### src/rtl/bus_pkg.sv
// Shared types and helpers for the bus generator/arbiter slice.
package bus_pkg;

  typedef enum logic {IDLE, DELIVER} bus_state_t;

  localparam int ID_W = 8;
  // Widest packet dest_id() accepts; callers zero-extend to this width.
  localparam int MAX_PKT_W = 256;

  function automatic logic [ID_W-1:0] dest_id(input logic [MAX_PKT_W-1:0] pkt,
                                              input int sz);
    return pkt[sz-1 -: ID_W];
  endfunction

endpackage

### src/rtl/bus_generator_arbiter_rr_arbiter.sv
// Combinational round-robin arbiter: first requester after last_grant wins.
module rr_arbiter
  import bus_pkg::*;
#(
  parameter int N = 4,
  localparam int IDX_W = $clog2(N)
) (
  input  logic [N-1:0]     req,
  input  logic [IDX_W-1:0] last_grant,
  output logic [IDX_W-1:0] grant_idx,
  output logic             grant_vld
);

  logic [IDX_W-1:0] cand;

  // Walk from farthest to nearest offset so the nearest requester is assigned last.
  always_comb begin
    grant_idx = '0;
    grant_vld = 1'b0;
    cand      = '0;
    for (int i = N; i >= 1; i--) begin
      cand = IDX_W'((int'(last_grant) + i) % N);
      if (req[cand]) begin
        grant_idx = cand;
        grant_vld = 1'b1;
      end
    end
  end

endmodule

### src/rtl/bus_generator_arbiter.sv
// Shared-bus generator: pops one packet round-robin and routes it by destination ID.
// Optional broadcast routing is enabled by defining BUS_BCAST_EN.
module bus_generator_arbiter
  import bus_pkg::*;
#(
  parameter int              drvrs     = 4,
  parameter int              pckg_sz   = 16,
  parameter logic [ID_W-1:0] broadcast = {ID_W{1'b1}}
) (
  input  logic                            clk,
  input  logic                            reset,
  input  logic [drvrs-1:0]                pndng,
  input  logic [drvrs-1:0][pckg_sz-1:0]   D_pop,
  output logic [drvrs-1:0]                pop,
  output logic [drvrs-1:0]                push,
  output logic [drvrs-1:0][pckg_sz-1:0]   D_push
);

  localparam int IDX_W = $clog2(drvrs);
`ifdef BUS_BCAST_EN
  localparam bit BCAST_EN = 1'b1;
`else
  localparam bit BCAST_EN = 1'b0;
`endif

  bus_state_t                    state, state_n;
  logic [IDX_W-1:0]              last_grant, last_grant_n;
  logic [IDX_W-1:0]              src, src_n;
  logic [IDX_W-1:0]              grant_idx;
  logic                          grant_vld;
  logic [pckg_sz-1:0]            pkt, pkt_n;
  logic [drvrs-1:0]              pop_n, push_n;
  logic [drvrs-1:0][pckg_sz-1:0] d_push_n;
  logic [ID_W-1:0]               dest;

  rr_arbiter #(.N(drvrs)) u_arb (
    .req       (pndng),
    .last_grant(last_grant),
    .grant_idx (grant_idx),
    .grant_vld (grant_vld)
  );

  assign dest = dest_id(MAX_PKT_W'(pkt), pckg_sz);

  always_comb begin
    state_n      = state;
    last_grant_n = last_grant;
    src_n        = src;
    pkt_n        = pkt;
    pop_n        = '0;
    push_n       = '0;
    d_push_n     = D_push;
    case (state)
      IDLE: begin
        if (grant_vld) begin
          state_n          = DELIVER;
          pkt_n            = D_pop[grant_idx];
          src_n            = grant_idx;
          last_grant_n     = grant_idx;
          pop_n[grant_idx] = 1'b1;
        end
      end
      DELIVER: begin
        state_n = IDLE;
        // Out-of-range IDs match no lane, so the packet is dropped.
        for (int j = 0; j < drvrs; j++) begin
          d_push_n[j] = pkt;
          if (BCAST_EN && (dest == broadcast))
            push_n[j] = (IDX_W'(j) != src);
          else
            push_n[j] = (dest == ID_W'(j));
        end
      end
      default: state_n = IDLE;
    endcase
  end

  always_ff @(posedge clk) begin
    if (reset) begin
      state      <= IDLE;
      last_grant <= IDX_W'(drvrs - 1);
      src        <= '0;
      pkt        <= '0;
      pop        <= '0;
      push       <= '0;
      D_push     <= '0;
    end else begin
      state      <= state_n;
      last_grant <= last_grant_n;
      src        <= src_n;
      pkt        <= pkt_n;
      pop        <= pop_n;
      push       <= push_n;
      D_push     <= d_push_n;
    end
  end

endmodule

### config.mk
export PLATFORM = sky130hd
export DESIGN_NAME = bus_generator_arbiter
export DESIGN_NICKNAME = d
export VERILOG_FILES = /design/src/rtl/bus_pkg.sv /design/src/rtl/bus_generator_arbiter_rr_arbiter.sv /design/src/rtl/bus_generator_arbiter.sv
export SDC_FILE = /design/constraint.sdc
export NUM_CORES = 1
export LEC_CHECK = 0
export CAP_MARGIN = 20
export CORE_MARGIN = 4
export CORE_UTILIZATION = 38
export DETAILED_ROUTE_END_ITERATION = 8
export PLACE_DENSITY_LB_ADDON = 0.3
export SETUP_SLACK_MARGIN = 0.4
export SLEW_MARGIN = 20
export SYNTH_ARGS = -nofsm -noshare
export SYNTH_HDL_FRONTEND = slang
export SYNTH_SLANG_ARGS = --single-unit
export TNS_END_PERCENT = 20
### constraint.sdc
create_clock -name clk -period 2.5 [get_ports clk]
set_input_delay 0.5 -clock clk [delete_from_list [all_inputs] [get_ports clk]]
set_output_delay 0.5 -clock clk [all_outputs]
set_load 0.01 [all_outputs]
## After elaboration in Yosys (flattened, before gate mapping)

Index checks and enable logic that the tools add are counted.

| word-level totals | value |
|---|---|
| bits in registers | 43 |
| output and inout port bits | 72 |

| operators by class | value |
|---|---|
| add/subtract/negate cells | 4 |
| order comparisons | 6 |
| equal/unequal tests | 3 |
| mux-type cells | 22 |
| bitwise operators | 2 |
| reductions and logical operators | 5 |

Operators by type and width:

| kind | number |
|---|---|
| 16-bit binary-select mux with 2-bit select | 1 |
| 8-bit by 2-bit equality test with 1-bit output (second input constant) | 2 |
| 16-bit 2-to-1 mux | 1 |
| 2-bit by 3-bit less-than comparator with 1-bit output (second input constant) | 5 |
| 1-bit 2-to-1 mux | 10 |
| 1-bit binary-select mux with 2-bit select | 4 |
| 8-bit by 1-bit equality test with 1-bit output (second input constant) | 1 |
| 8-bit zero test | 1 |
| 2-bit 2-to-1 mux | 4 |
| 2-bit by 1-bit adder with 2-bit output (second input constant) | 2 |
| 2-bit adder (second input constant) | 2 |
| 3-bit OR reduction | 1 |
| 1-bit demux with 2-bit select | 1 |
| 2-bit by 1-bit >= comparator with 1-bit output (second input constant) | 1 |
| 1-bit NOT | 2 |
| 1-bit case mux with 2 select lines | 1 |
| 2-bit AND reduction | 1 |
| 2-bit OR reduction | 1 |
| 1-bit logical AND | 1 |

## Logic depth before layout (Yosys ltp)

Gate-level depths: netlist of the first run.

| logic depth | value |
|---|---|
| depth in word-level cells | 11 |
| gate-level depth with buffers | 7 |
| depth with buffers taken out | 5 |

## Hierarchy

A second synthesis of the first run with hierarchy kept.

| unflattened totals | value |
|---|---|
| cell total of the unflattened synthesis | 237 |
| area total of the unflattened synthesis | 2282.2 um2 |

Modules (own cells, without submodules):

| module | instances | cells each | area an instance (um2) | sequential area each (um2) |
|---|---|---|---|---|
| bus_generator_arbiter | 1 | 223 | 2190.9 | 860.8 |
| rr_arbiter | 1 | 14 | 91.3 | 0.0 |

## Worst setup path after synthesis of the first run

OpenSTA, ideal clock, no wires.

| timing | value |
|---|---|
| path kind | in2reg |
| start | input pndng[1] |
| end | register pkt[10] |
| setup time | 0.134 ns |
| arrival time | 2.008 ns |
| data required time | 2.366 ns |
| path slack | 0.358 ns |
| cell stages on the path | 7 |
| buffers on the path | 2 |
| cell sequence | buf_6 -> o21a_4 -> a221oi_4 -> buf_8 -> mux2_2 -> a22oi_1 -> a211oi_1 |

| on the way | value |
|---|---|
| cells in the longest elaborated chain, start to end | 8 |
| elaborated cells between the ends (all ways) | 19 |
| those cells by class | mux: 18; reduce/logical: 1 |

Ends and longest elaborated chain:

| item | line | RTL |
|---|---|---|
| start: declaration | bus_generator_arbiter.sv:12 | `input logic [drvrs-1:0] pndng,` |
| 1-bit binary-select mux with 2-bit select | bus_generator_arbiter_rr_arbiter.sv:23 | `if (req[cand]) begin` |
| 1-bit 2-to-1 mux (implied by the code) | bus_generator_arbiter_rr_arbiter.sv:23 |  |
| 2-bit 2-to-1 mux (4 in series) | bus_generator_arbiter_rr_arbiter.sv:23 |  |
| 16-bit binary-select mux with 2-bit select | bus_generator_arbiter.sv:57 | `pkt_n = D_pop[grant_idx];` |
| 16-bit 2-to-1 mux (implied by the code) | bus_generator_arbiter.sv:57 |  |
| end signal: assignment | bus_generator_arbiter.sv:91 | `pkt <= pkt_n;` |
| end: declaration | bus_generator_arbiter.sv:31 | `logic [pckg_sz-1:0] pkt, pkt_n;` |

Several ways; a longest one is shown, not always the timed one. The select of a mux whose other input is x is not followed.
A chain may end at the register's enable or synchronous reset.

## Worst setup path after layout of the first run

| timing | value |
|---|---|
| start | input pndng[0] |
| end | register pkt[13] |

Same word-level chain as after synthesis.

==> results summary, run 1 <==
The total wire length after detailed routing came out at 6950 um. The total number of H-tree levels is 2. Registers take 862 um2. The number of vias per cell after detailed routing came out at 5.03. The final max-slew violation count is 0. In this run, distinct cell masters in the synthesized netlist total 34. The total half-perimeter wirelength after legalization and detailed placement is 5450 um. The fraction of synthesis flops using an asynchronous set or reset pin came out at 0%. The sequential group share of total power came out at 40.0%. The worst max-slew margin expressed relative to the limit is 60.2%. For this run, the leading register cell type out of synthesis is sky130_fd_sc_hd__dfxtp_1. The total area inside the core boundary comes to 6030 um2. The sequential cell area fraction in the yosys report came out at 36.0%. In the layout the commonest cells are sky130_fd_sc_hd__clkdlybuf4s50_1 (137), sky130_fd_sc_hd__dfxtp_1 (42), sky130_fd_sc_hd__nor2_1 (42).

The row count came out at 28. For this design the static power due to leakage is 1.49 nW. Net switching is 27.0% of the power.

The number of buffers on the longest clock path came out at 2. The die area is 7630 um2. The clock tree from TritonCTS is done. In this run the cell area measured after placement is 3640 um2. Static timing analysis puts the maximum clock frequency at 494 MHz. The number of primary I/O pins came out at 142. For this design the total switching power over the nets is 0.000541 W. The startpoint of the tightest hold check path is pkt[6].

Setup repair after global routing left no endpoint under its margin. The final critical path time including I/O delays and setup came out at 2030 ps. Leaving out filler cells and counting taps, the final layout contains 451. The arrival time of data at the critical path endpoint is 2200 ps. The type of element launching the critical path is a primary input. After technology mapping, the gate count stands at 267. The number of diodes came out at 0. Routability-driven placement finished with a final weighted congestion of 0.823.

The pin slew with the least headroom to its limit came out at 596 ps. The power density relative to cell area is 523 nW/um2. The aggregate global-route resource usage is 17.7%. The number of synthesized flops with an enable pin is 0. The later pin in the worst-skew pair is clocked with a latency of 290 ps. The number of hold-slack violations in the final timing report is 0.

The number of storage elements in the synthesis netlist came out at 43. The beginning of the critical path is pndng[0]. Summing all non-filler instances in the final layout gives an area of 3830 um2. The number of buffers added on ports came out at 141. The flow ran to the end, and the final reports show no timing, DRC or antenna violations.

The most common cell after layout, fill and taps aside is sky130_fd_sc_hd__clkdlybuf4s50_1. The total congestion overflow is 0. The share of post-route cells with drive strength above 1 is 13.3%. The number of buffers added by the clock tree synthesis step is 5. The internal power summed over all cells came out at 0.00146 W. The number of warnings reported in the yosys synthesis log is 0.

The cts-stage hold buffer count came out at 0. The largest net degree at the start of global routing came out at 29. For this block, the initial DRC count from the detailed router was 82. The mean instance size in the synthesized netlist is 8.96 um2. Clock-pin slew was measured on the worst setup and hold paths at 80 ps.

The tightest min-delay check is of the reg -> reg type. The category of the critical setup timing path is in -> reg. The mapped netlist covers 2390 um2.

The final clock period utilization by the worst path is 81.1%. The peak fanout along the critical path is 8. The number of remaining DRC errors is 0. The element type at the critical path end is a flip-flop. The share of total power dissipated in the clock network is 27.7%. The required time at the endpoint of the critical path is 2670 ps. The total number of clock tree sinks came out at 43. The initial antenna violation count was 0. Cells fill 63.5% of the core in the end. The horizontal die dimension came out at 87.4 um. The layout filler cell count is 521.

The height of the die is 87.4 um. The detailed router placed 2269 vias in this run. The number of setup violations in the final report came out at 0. Counting every net in the synthesized netlist gives 337. The number of placed instances, taps included, is 438. The initial utilization of the core area, before any placement, comes to 39.7%. The relative contribution of combinational cells to total power came out at 32.3%. The total power draw came out at 0.00200 W. The worst IR drop on VDD came out at 0.000327 V.

The count of nets left with antenna violations after detail routing came out at 0. The root buffer cell chosen for the clock tree is sky130_fd_sc_hd__clkbuf_8. The startpoint of the lowest-slack register-to-register path is last_grant[0].

Summed over all failing endpoints, the final setup total negative slack is 0 ps. In the final design database the tool counted 445 nets. The number of iterations in the first detailed-routing pass is 4.

After detailed routing, the average wire length per cell comes to 15.4 um. The area of the multi-input gates is 1120 um2. The worst clock skew on the final layout is 5.68 ps. The number of global-route vias before repair is 2194. The first-pass GRT wire length came out at 10700 um. The synthesis-to-layout area growth is 59.9%. The number of max-cap violations is 0.
[synth_stat cells (all sizes together) (2+ instances only)]
cell type	number	share of area, %
buf	53	17
dfxtp	43	36
nor2	42	6.6
mux2i	22	9.2
a211oi	18	5.9
a21oi	13	2.7
a22oi	10	3.1
clkbuf	10	1.6
mux2	10	4.7
a221oi	8	3.7
or2	6	1.6
and2	4	1.0
nand2	4	0.63
nor3	4	0.84
a22o	2	0.73
and3	2	0.52
inv	2	0.31
nand2b	2	0.52
nor3b	2	0.63
o21ai	2	0.42
[power groups by stage]
stage	Combinational, W	Sequential (W)	Clock (W)
final	0.000647	0.000801	0.000555
after global routing	0.000695	0.000811	0.000589
after CTS	0.000650	0.000801	0.000568
after detailed placement	0.000613	0.000817	0
after global placement	0.000605	0.000814	0
after floorplan	0.000348	0.000803	0
[metal layers]
| metal | global-route usage [%] | routed length [um] |
|---|---|---|
| met1 | 20.5 | 2740 |
| met2 | 32.9 | 3720 |
| met3 | 3.22 | 341 |
| met4 | 4.74 | 148 |
| met5 | 0 | 0 |
[worst max-delay path, stage by stage]
cell,delay [ps]
sky130_fd_sc_hd__dlygate4sd2_1,260
sky130_fd_sc_hd__o21a_4,230
sky130_fd_sc_hd__a221oi_4,310
sky130_fd_sc_hd__buf_4,170
sky130_fd_sc_hd__buf_12,120
sky130_fd_sc_hd__mux2_2,340
sky130_fd_sc_hd__a22oi_2,180
sky130_fd_sc_hd__a211oi_1,80
[what timing repair did]
| action | 4_1_cts | 5_1_grt |
|---|---|---|
| endpoints found under the setup margin | 16 | 14 |
| setup buffers | 4 | 0 |
| gates cloned | 1 | 0 |
| endpoints found under the hold margin | 0 | 0 |
| pin swaps | 1 | 0 |
| gates resized for setup | 7 | 2 |
[cell type report]
class | instances | area share, %
clock inverters | 2 | 0.916
clock buffers | 6 | 2.16
inverters | 2 | 0.196
multi-input cells | 159 | 29.2
well taps | 75 | 2.45
repair buffers | 164 | 42.6
flip-flops and latches | 43 | 22.5
[metrics by stage]
step,hold WS [ps],worst slack [ps]
after floorplan,441,394
after detailed placement,484,-106
after global routing,511,428
after CTS,494,481
after global placement,472,-50.5
final,493,474
[sequential cells by signal, indices dropped and copies added (netlist names)]
signal      flops
D_push         16
pop             4
push            4
last_grant      2
pkt            16
state           1
[kinds of logic after synthesis]
logic type	share of synthesized area (%)
buffers and inverters	18.6
multiplexers	13.9
flip-flops	36.0
AND/OR/NAND/NOR	13.7
AO/OA/AOI/OAI	17.8
[worst paths after layout]
check	slack, ps	cells after the start	endpoint
max reg2reg	570	7	pkt[13]
min	490	2	pkt[6]
max	470	8	pkt[13]
min reg2reg	490	2	pkt[6]
Power figures use the tool's default switching activity.
==> run 2, diff against run 1 <==
--- a/config.mk
+++ b/config.mk
@@ -7,7 +7,7 @@
 export LEC_CHECK = 0
 export CAP_MARGIN = 20
 export CORE_MARGIN = 4
-export CORE_UTILIZATION = 38
+export CORE_UTILIZATION = 34
 export DETAILED_ROUTE_END_ITERATION = 8
 export PLACE_DENSITY_LB_ADDON = 0.3
 export SETUP_SLACK_MARGIN = 0.4
==> constraint.sdc (replaced) <==
create_clock -name clk -period 1.7 [get_ports clk]
set_input_delay 0.34 -clock clk [delete_from_list [all_inputs] [get_ports clk]]
set_output_delay 0.34 -clock clk [all_outputs]
set_load 0.01 [all_outputs]
==> results summary, run 2 (same netlist as run 1, synthesis figures left out) <==
The flow ran to the end, but the final reports show violations. The final reports fail on negative setup slack. The CTS root buffer is sky130_fd_sc_hd__clkbuf_8.

TritonCTS built the clock tree. The final clock period utilization by the worst path came out at 102%. The share of post-route cells with drive strength above 1 came to 28.9% (+16 points). The area of the core was 6830 um2 (+13%). The final worst-path setup slack came out at -41.9 ps (-516 ps).

The horizontal die dimension is 91.9 um (+5.2%). The arrival time of data at the critical path endpoint was 1920 ps (-280 ps). The effective utilization at floorplan came out at 35.0% (-4.7 points). The die area came to 8450 um2 (+11%). The final design area excluding fillers is 4140 um2 (+8.2%). The critical path is of the reg -> reg type. The gate family responsible for the most delay along the worst path is compound AO/OA/AOI/OAI gates. The total half-perimeter wirelength after legalization and detailed placement came out at 5690 um (+4.5%). Leaving out fill and tap cells, the most frequent cell in the layout is sky130_fd_sc_hd__dlygate4sd2_1.

The maximum operating frequency is 574 MHz. The count of nets left with antenna violations after detail routing is 0 (unchanged). The layout filler cell count is 606 (+16%).

The clock transition at the register clock pins on the worst setup and hold paths after CTS came out at 80 ps (about the same). The number of buffers added on ports was 141 (unchanged). The cts-stage hold buffer count came to 0 (unchanged). In the layout the commonest cells are sky130_fd_sc_hd__dlygate4sd2_1 (68), sky130_fd_sc_hd__clkdlybuf4s50_1 (65), sky130_fd_sc_hd__nor2_1 (37). The row count came out at 30 (+7.1%).

The routed wire length on met2 was 3840 um (+3.4%). The static leakage was 1.94 nW (+31%). The worst setup path is captured at a flip-flop. The number of remaining DRC errors came to 0 (unchanged).

The pin slew with the least headroom to its limit came to 356 ps (-239 ps). The height of the die came to 91.9 um (+5.2%). The met1 wire length was 3160 um (+15%). The number of buffers on the longest clock path came out at 2 (unchanged). The required time at the endpoint of the critical path came out at 1870 ps (-800 ps). The final max-slew violation count is 0 (unchanged). The minimum setup slack after placement came to -599 ps (-493 ps).

The DRC marker count from the first detailed-route iteration is 82 (unchanged). The number of buffers added by the clock tree synthesis step came to 5 (unchanged). The weighted congestion reported at the end of routability-driven placement is 0.862 (+4.7%). The min-delay analysis places its worst path in the category reg -> reg. The most frequent cell on the critical path is sky130_fd_sc_hd__buf_6.

The power density relative to cell area came out at 768 nW/um2 (+47%). The critical path goes through buf_6 > buf_6 > or2b_1 > a221oi_2 > nor2b_2 > buf_6 > a22oi_2 > a211oi_2. The total length of routed met3 wires is 384 um (+13%). The peak fanout along the critical path came out at 7 (-1). The total number of clock tree sinks came to 43 (unchanged). The clock insertion delay at the later pin of the skew report is 290 ps (about the same).

The synthesis-to-layout area growth came out at 73.0%. The worst max-slew margin expressed relative to the limit is 76.0% (+16 points). The total congestion overflow came out at 0 (unchanged). The number of hold-slack violations in the final timing report came out at 0 (unchanged). The final critical path time including I/O delays and setup is 1740 ps. Setup repair after global routing could not meet its margin everywhere. The largest individual stage delay along the critical path comes from the cell sky130_fd_sc_hd__dfxtp_2. The total number of vias is 2364 (+4.2%). The average wire per standard cell is 15.4 um (-0.12%). The worst clock skew on the final layout came out at 6.20 ps (+0.521 ps).

The number of setup violations in the final report was 10 (+10). The number of iterations in the first detailed-routing pass was 5 (+1). The number of primary I/O pins came out at 142 (unchanged).

The worst IR drop on VDD came to 0.000387 V (+18%). The number of global-route vias before repair is 2386 (+8.8%). The total wire length after detailed routing is 7540 um (+8.5%).

The aggregate global-route resource usage came out at 17.1% (-0.59 points). The first-pass GRT wire length is 11700 um (+9.6%). STA classifies the critical path startpoint as a flip-flop.

The number of diodes came out at 0 (unchanged). The number of max-cap violations came out at 0 (unchanged). The sum of buffers and inverters on the critical path is 3 (unchanged). The total number of H-tree levels is 2 (unchanged). The number of vias per cell after detailed routing came out at 4.82 (-4.1%). The largest net degree at the start of global routing is 28 (-3.4%).

The maximum single-stage delay on the critical path is 340 ps (about the same). The net count of the finished layout is 463 (+4.0%). The instance area at placement came out at 3760 um2 (+3.4%). The topmost layer with routed signal wires is met4. The largest registers in the layout are D_push (16), pkt (16). The initial antenna violation count came out at 0 (unchanged).
## run 2: cell type report
class,count,area (um2),share of cell area (%)
repair buffers,182,1720,41.4
clock buffers,6,72.6,1.75
flip-flops and latches,43,886,21.4
inverters,2,7.51,0.181
well taps,96,120,2.90
clock inverters,2,60.1,1.45
multi-input cells,159,1280,30.9
## run 2: where the power goes
group / switching [W] / total (W) / internal (W) / leakage (nW)
Clock: 0.000344 / 0.000931 / 0.000587 / 0.0654
Sequential: 0.0000687 / 0.00116 / 0.00110 / 0.360
Combinational: 0.000457 / 0.00109 / 0.000629 / 1.52
Total: 0.000869 / 0.00318 / 0.00231 / 1.94
## run 2: final timing paths
path	slack [ps]	cells past startpoint	startpoint	end
setup reg to reg	-40	8	last_grant[0]	pkt[10]
setup / recovery	-40	8	last_grant[0]	pkt[10]
hold reg to reg	500	2	pkt[5]	pkt[5]
hold / removal	500	2	pkt[5]	pkt[5]
## run 2: per-layer routing
metal  global-route usage [%]  vias to the layer above
li1                         -                     1148
met1                     20.8                     1126
met2                     30.0                       78
met3                     3.36                       12
met4                     5.69                        0
met5                        0                        -
## run 2: per-stage QoR
| step | utilization [%] | power, W | setup TNS, ps | hold WS (ps) | instances |
|---|---|---|---|---|---|
| after floorplan | - | 0.00169 | -2330 | 441 | 267 |
| after global placement | 55.0 | 0.00213 | -9960 | 473 | 472 |
| after detailed placement | 55.0 | 0.00214 | -10520 | 483 | 472 |
| after CTS | 59.0 | 0.00312 | -80.7 | 501 | 484 |
| after global routing | 60.6 | 0.00334 | -1230 | 523 | 490 |
| final | 60.6 | 0.00318 | -226 | 500 | 490 |
## run 2: worst min-delay path, cell delays in order (launching register included)
cell and delay, ps:
sky130_fd_sc_hd__dfxtp_1 320, sky130_fd_sc_hd__nor2_1 100, sky130_fd_sc_hd__a211oi_1 40
## run 2: repair_timing
action	4_1_cts	5_1_grt
gates cloned	1	0
gates resized for setup	142	19
pin swaps	25	17
setup endpoints to repair	95	75
hold endpoints to repair	0	0
setup buffers	3	6
==> run 3, diff against run 2 <==
--- a/config.mk
+++ b/config.mk
@@ -7,8 +7,9 @@
 export LEC_CHECK = 0
 export CAP_MARGIN = 20
 export CORE_MARGIN = 4
-export CORE_UTILIZATION = 34
+export CORE_UTILIZATION = 38
 export DETAILED_ROUTE_END_ITERATION = 8
+export GPL_TIMING_DRIVEN = 0
 export PLACE_DENSITY_LB_ADDON = 0.3
 export SETUP_SLACK_MARGIN = 0.4
 export SLEW_MARGIN = 20
==> constraint.sdc (replaced) <==
create_clock -name clk -period 1.76 [get_ports clk]
set_input_delay 0.352 -clock clk [delete_from_list [all_inputs] [get_ports clk]]
set_output_delay 0.352 -clock clk [all_outputs]
set_load 0.01 [all_outputs]
==> results summary, run 3 (same netlist as run 1, synthesis figures left out) <==
The number of diodes came out at 0 (unchanged). TritonCTS built the clock tree. The largest net degree at the start of global routing is 16 (-43%).

The minimum setup slack after placement came to -979 ps (-380 ps). The largest registers in the layout are D_push (16), pkt (16). The total length of routed met3 wires came to 563 um (+47%).

The arrival time of data at the critical path endpoint came out at 2010 ps (+90 ps). The internal power summed over all cells is 0.00201 W (-13%). The classification of the worst-slack hold path is reg -> reg. The required time at the endpoint of the critical path came to 1910 ps (+40 ps). The total number of H-tree levels came out at 2 (unchanged). The final clock period utilization by the worst path came to 106% (+3.2 points). The number of max-cap violations was 0 (unchanged). The die area came out at 7630 um2 (-9.6%). The depth of the worst register-to-register path is 6 (-2). The run finished, with violations left. After detailed routing, no signal wire sits above met4.

The horizontal die dimension came out at 87.4 um (-4.9%). The pin slew with the least headroom to its limit is 657 ps (+301 ps). The net count of the finished layout came out at 500 (+8.0%). The root buffer cell chosen for the clock tree is sky130_fd_sc_hd__clkbuf_8. The count of nets left with antenna violations after detail routing was 0 (unchanged). The non-filler instance count after layout is 506 (+3.3%). The power density relative to cell area came to 683 nW/um2 (-11%). The average wire per standard cell came out at 17.2 um (+12%).

STA classifies the critical path startpoint as a flip-flop. The maximum operating frequency is 538 MHz (-6.3%). The number of remaining DRC errors came out at 0 (unchanged). The aggregate global-route resource usage is 21.9% (+4.8 points). The synthesis-to-layout area growth came out at 79.2%. The switching part of the total power is 31.4% (+4.1 points). The number of buffers added on ports came out at 139 (-1.4%). The routed wire length on met2 is 4790 um (+25%). The sequential group share of total power is 38.6% (+2.0 points).

The total stage count of the critical path was 6 (-2). The relative contribution of combinational cells to total power is 39.2% (+5.1 points). The total half-perimeter wirelength after legalization and detailed placement came out at 6090 um (+7.0%). The area of the multi-input gates is 1270 um2 (-0.98%). The final critical path time including I/O delays and setup is 1860 ps (+118 ps).

The total number of vias is 2543 (+7.6%). The area of the core came out at 6030 um2 (-12%). The number of setup violations in the final report came out at 13 (+3). The number of placed cells counting well taps was 481 (+1.9%). The number of global-route vias before repair is 2547 (+6.7%). The highest-delay cell along the critical path is sky130_fd_sc_hd__a221oi_1. The element type at the critical path end is a flip-flop. The maximum single-stage delay on the critical path is 410 ps (+70 ps).

The category of the critical setup timing path is reg -> reg. The total power draw came out at 0.00293 W (-7.9%). The sum of buffers and inverters on the critical path came out at 1 (-2). The instance area at placement came out at 3890 um2 (+3.6%). The worst clock skew on the final layout came to 8.46 ps (+2.26 ps). The clock transition at the register clock pins on the worst setup and hold paths after CTS is 90 ps (about the same). The cell count of the worst hold path was 2 (unchanged). The number of buffers on the longest clock path came to 2 (unchanged).

The DRC marker count from the first detailed-route iteration came to 110 (+34%). The area taken by flip-flops and latches came out at 891 um2 (+0.56%). The layout filler cell count is 486 (-20%). The worst IR drop on VDD is 0.000401 V (+3.7%). The number of iterations in the first detailed-routing pass came out at 4 (-1).

The initial antenna violation count is 0 (unchanged). The number of vias per cell after detailed routing is 5.03 (+4.2%). The effective utilization at floorplan came out at 39.7% (+4.7 points).

The final worst-path setup slack came to -99.4 ps (-57.5 ps). Broken down by cell family, the worst path's largest delay share belongs to compound AO/OA/AOI/OAI gates. The switching power of the nets came to 0.000921 W (+6.0%). The total wire length after detailed routing came to 8690 um (+15%). The met1 wire length came to 3110 um (-1.8%).

The checks that failed: negative setup slack. The share of power burned in the clock network is 22.3% (-7.0 points). The row count is 28 (-6.7%).

The share of post-route cells with drive strength above 1 came to 41.8% (+13 points). The total number of clock tree sinks is 43 (unchanged). The worst max-slew margin expressed relative to the limit came to 56.2% (-20 points).

The number of primary I/O pins came out at 142 (unchanged). The weighted congestion reported at the end of routability-driven placement came to 0.775 (-10%). Setup repair after global routing could not meet its margin everywhere.

Walking the worst path, the cells encountered are nand2b_4 > buf_4 > a22o_1 > a22o_4 > a221oi_1 > a211oi_2. The number of buffers added by the clock tree synthesis step came out at 5 (unchanged). The final max-slew violation count is 0 (unchanged). The first-pass GRT wire length is 13000 um (+11%). The clock insertion delay at the later pin of the skew report is 300 ps (about the same).

The peak fanout along the critical path came out at 7 (unchanged). The number of hold-slack violations in the final timing report came to 0 (unchanged). The library cells used most frequently in the layout, excluding fill and tap cells, are sky130_fd_sc_hd__buf_4 (92), sky130_fd_sc_hd__clkdlybuf4s50_1 (76), sky130_fd_sc_hd__nor2_1 (38).

The final design area excluding fillers came to 4290 um2 (+3.6%). The most common cell after layout, fill and taps aside is sky130_fd_sc_hd__buf_4. The height of the die was 87.4 um (-4.9%).

The worst hold margin is 507 ps (+6.44 ps). The total congestion overflow came to 0 (unchanged). The static leakage came out at 1.98 nW (+1.6%).
-- run 3: changes by cell type in the layout (fill, tap and decap cells not counted), moves of 3 or more --
cell,previous run,this run
sky130_fd_sc_hd__clkdlybuf4s50_1,65,76
sky130_fd_sc_hd__clkbuf_1,1,4
sky130_fd_sc_hd__mux2_2,1,5
sky130_fd_sc_hd__clkdlybuf4s15_2,3,0
sky130_fd_sc_hd__clkdlybuf4s15_1,4,1
sky130_fd_sc_hd__buf_2,0,3
sky130_fd_sc_hd__mux2_4,9,5
sky130_fd_sc_hd__buf_4,26,92
sky130_fd_sc_hd__dlygate4sd2_1,68,25
sky130_fd_sc_hd__buf_6,12,7
-- run 3: power groups by stage --
stage | sequential, W | clock, W | combinational, W
final | 0.00113 | 0.000652 | 0.00115
after global placement | 0.00114 | 0 | 0.000911
after detailed placement | 0.00115 | 0 | 0.000930
after global routing | 0.00114 | 0.000698 | 0.00122
after floorplan | 0.00114 | 0 | 0.000495
after CTS | 0.00113 | 0.000653 | 0.00110
-- run 3: cell type report --
cell class              count  area share (%)
clock inverters             3           0.583
multi-input cells         159            29.5
plain buffers              63            11.1
well taps                  75            2.19
clock buffers               5            1.60
repair buffers            156            34.1
flip-flops and latches     43            20.8
inverters                   2           0.175
-- run 3: metrics by stage --
stage	setup TNS, ps	utilization, %
floorplan	-1520	-
global placement	-18830	64.6
detailed placement	-19200	64.6
CTS	-20.6	70.1
global route	-1580	71.2
finish	-513	71.2
-- run 3: repair_timing --
action | in CTS | in global routing
setup endpoints to repair | 109 | 40
hold buffers | 0 | 0
setup buffers | 14 | 1
pin swaps | 19 | 7
gates cloned | 1 | 1
gates resized for setup | 132 | 15
-- run 3: routing by layer --
metal	up-vias	GRT usage (%)
met5	-	0
met4	0	7.53
met1	1197	23.5
met3	18	4.35
li1	1221	-
met2	107	41.9
-- run 3: final timing paths --
check                                    from  endpoint  slack (ps)
worst max-delay path            last_grant[0]   pkt[14]        -100
worst min register to register         pkt[6]    pkt[6]         510
worst max register to register  last_grant[0]   pkt[14]        -100
worst min-delay path                   pkt[6]    pkt[6]         510
-- run 3: tightest hold or removal path, delay by kind of cell (launching register included) --
kind / cells / cell delay [ps]
DFF: 1 / 320
and+or+nand+nor: 1 / 100
AOI/OAI and AO/OA: 1 / 50
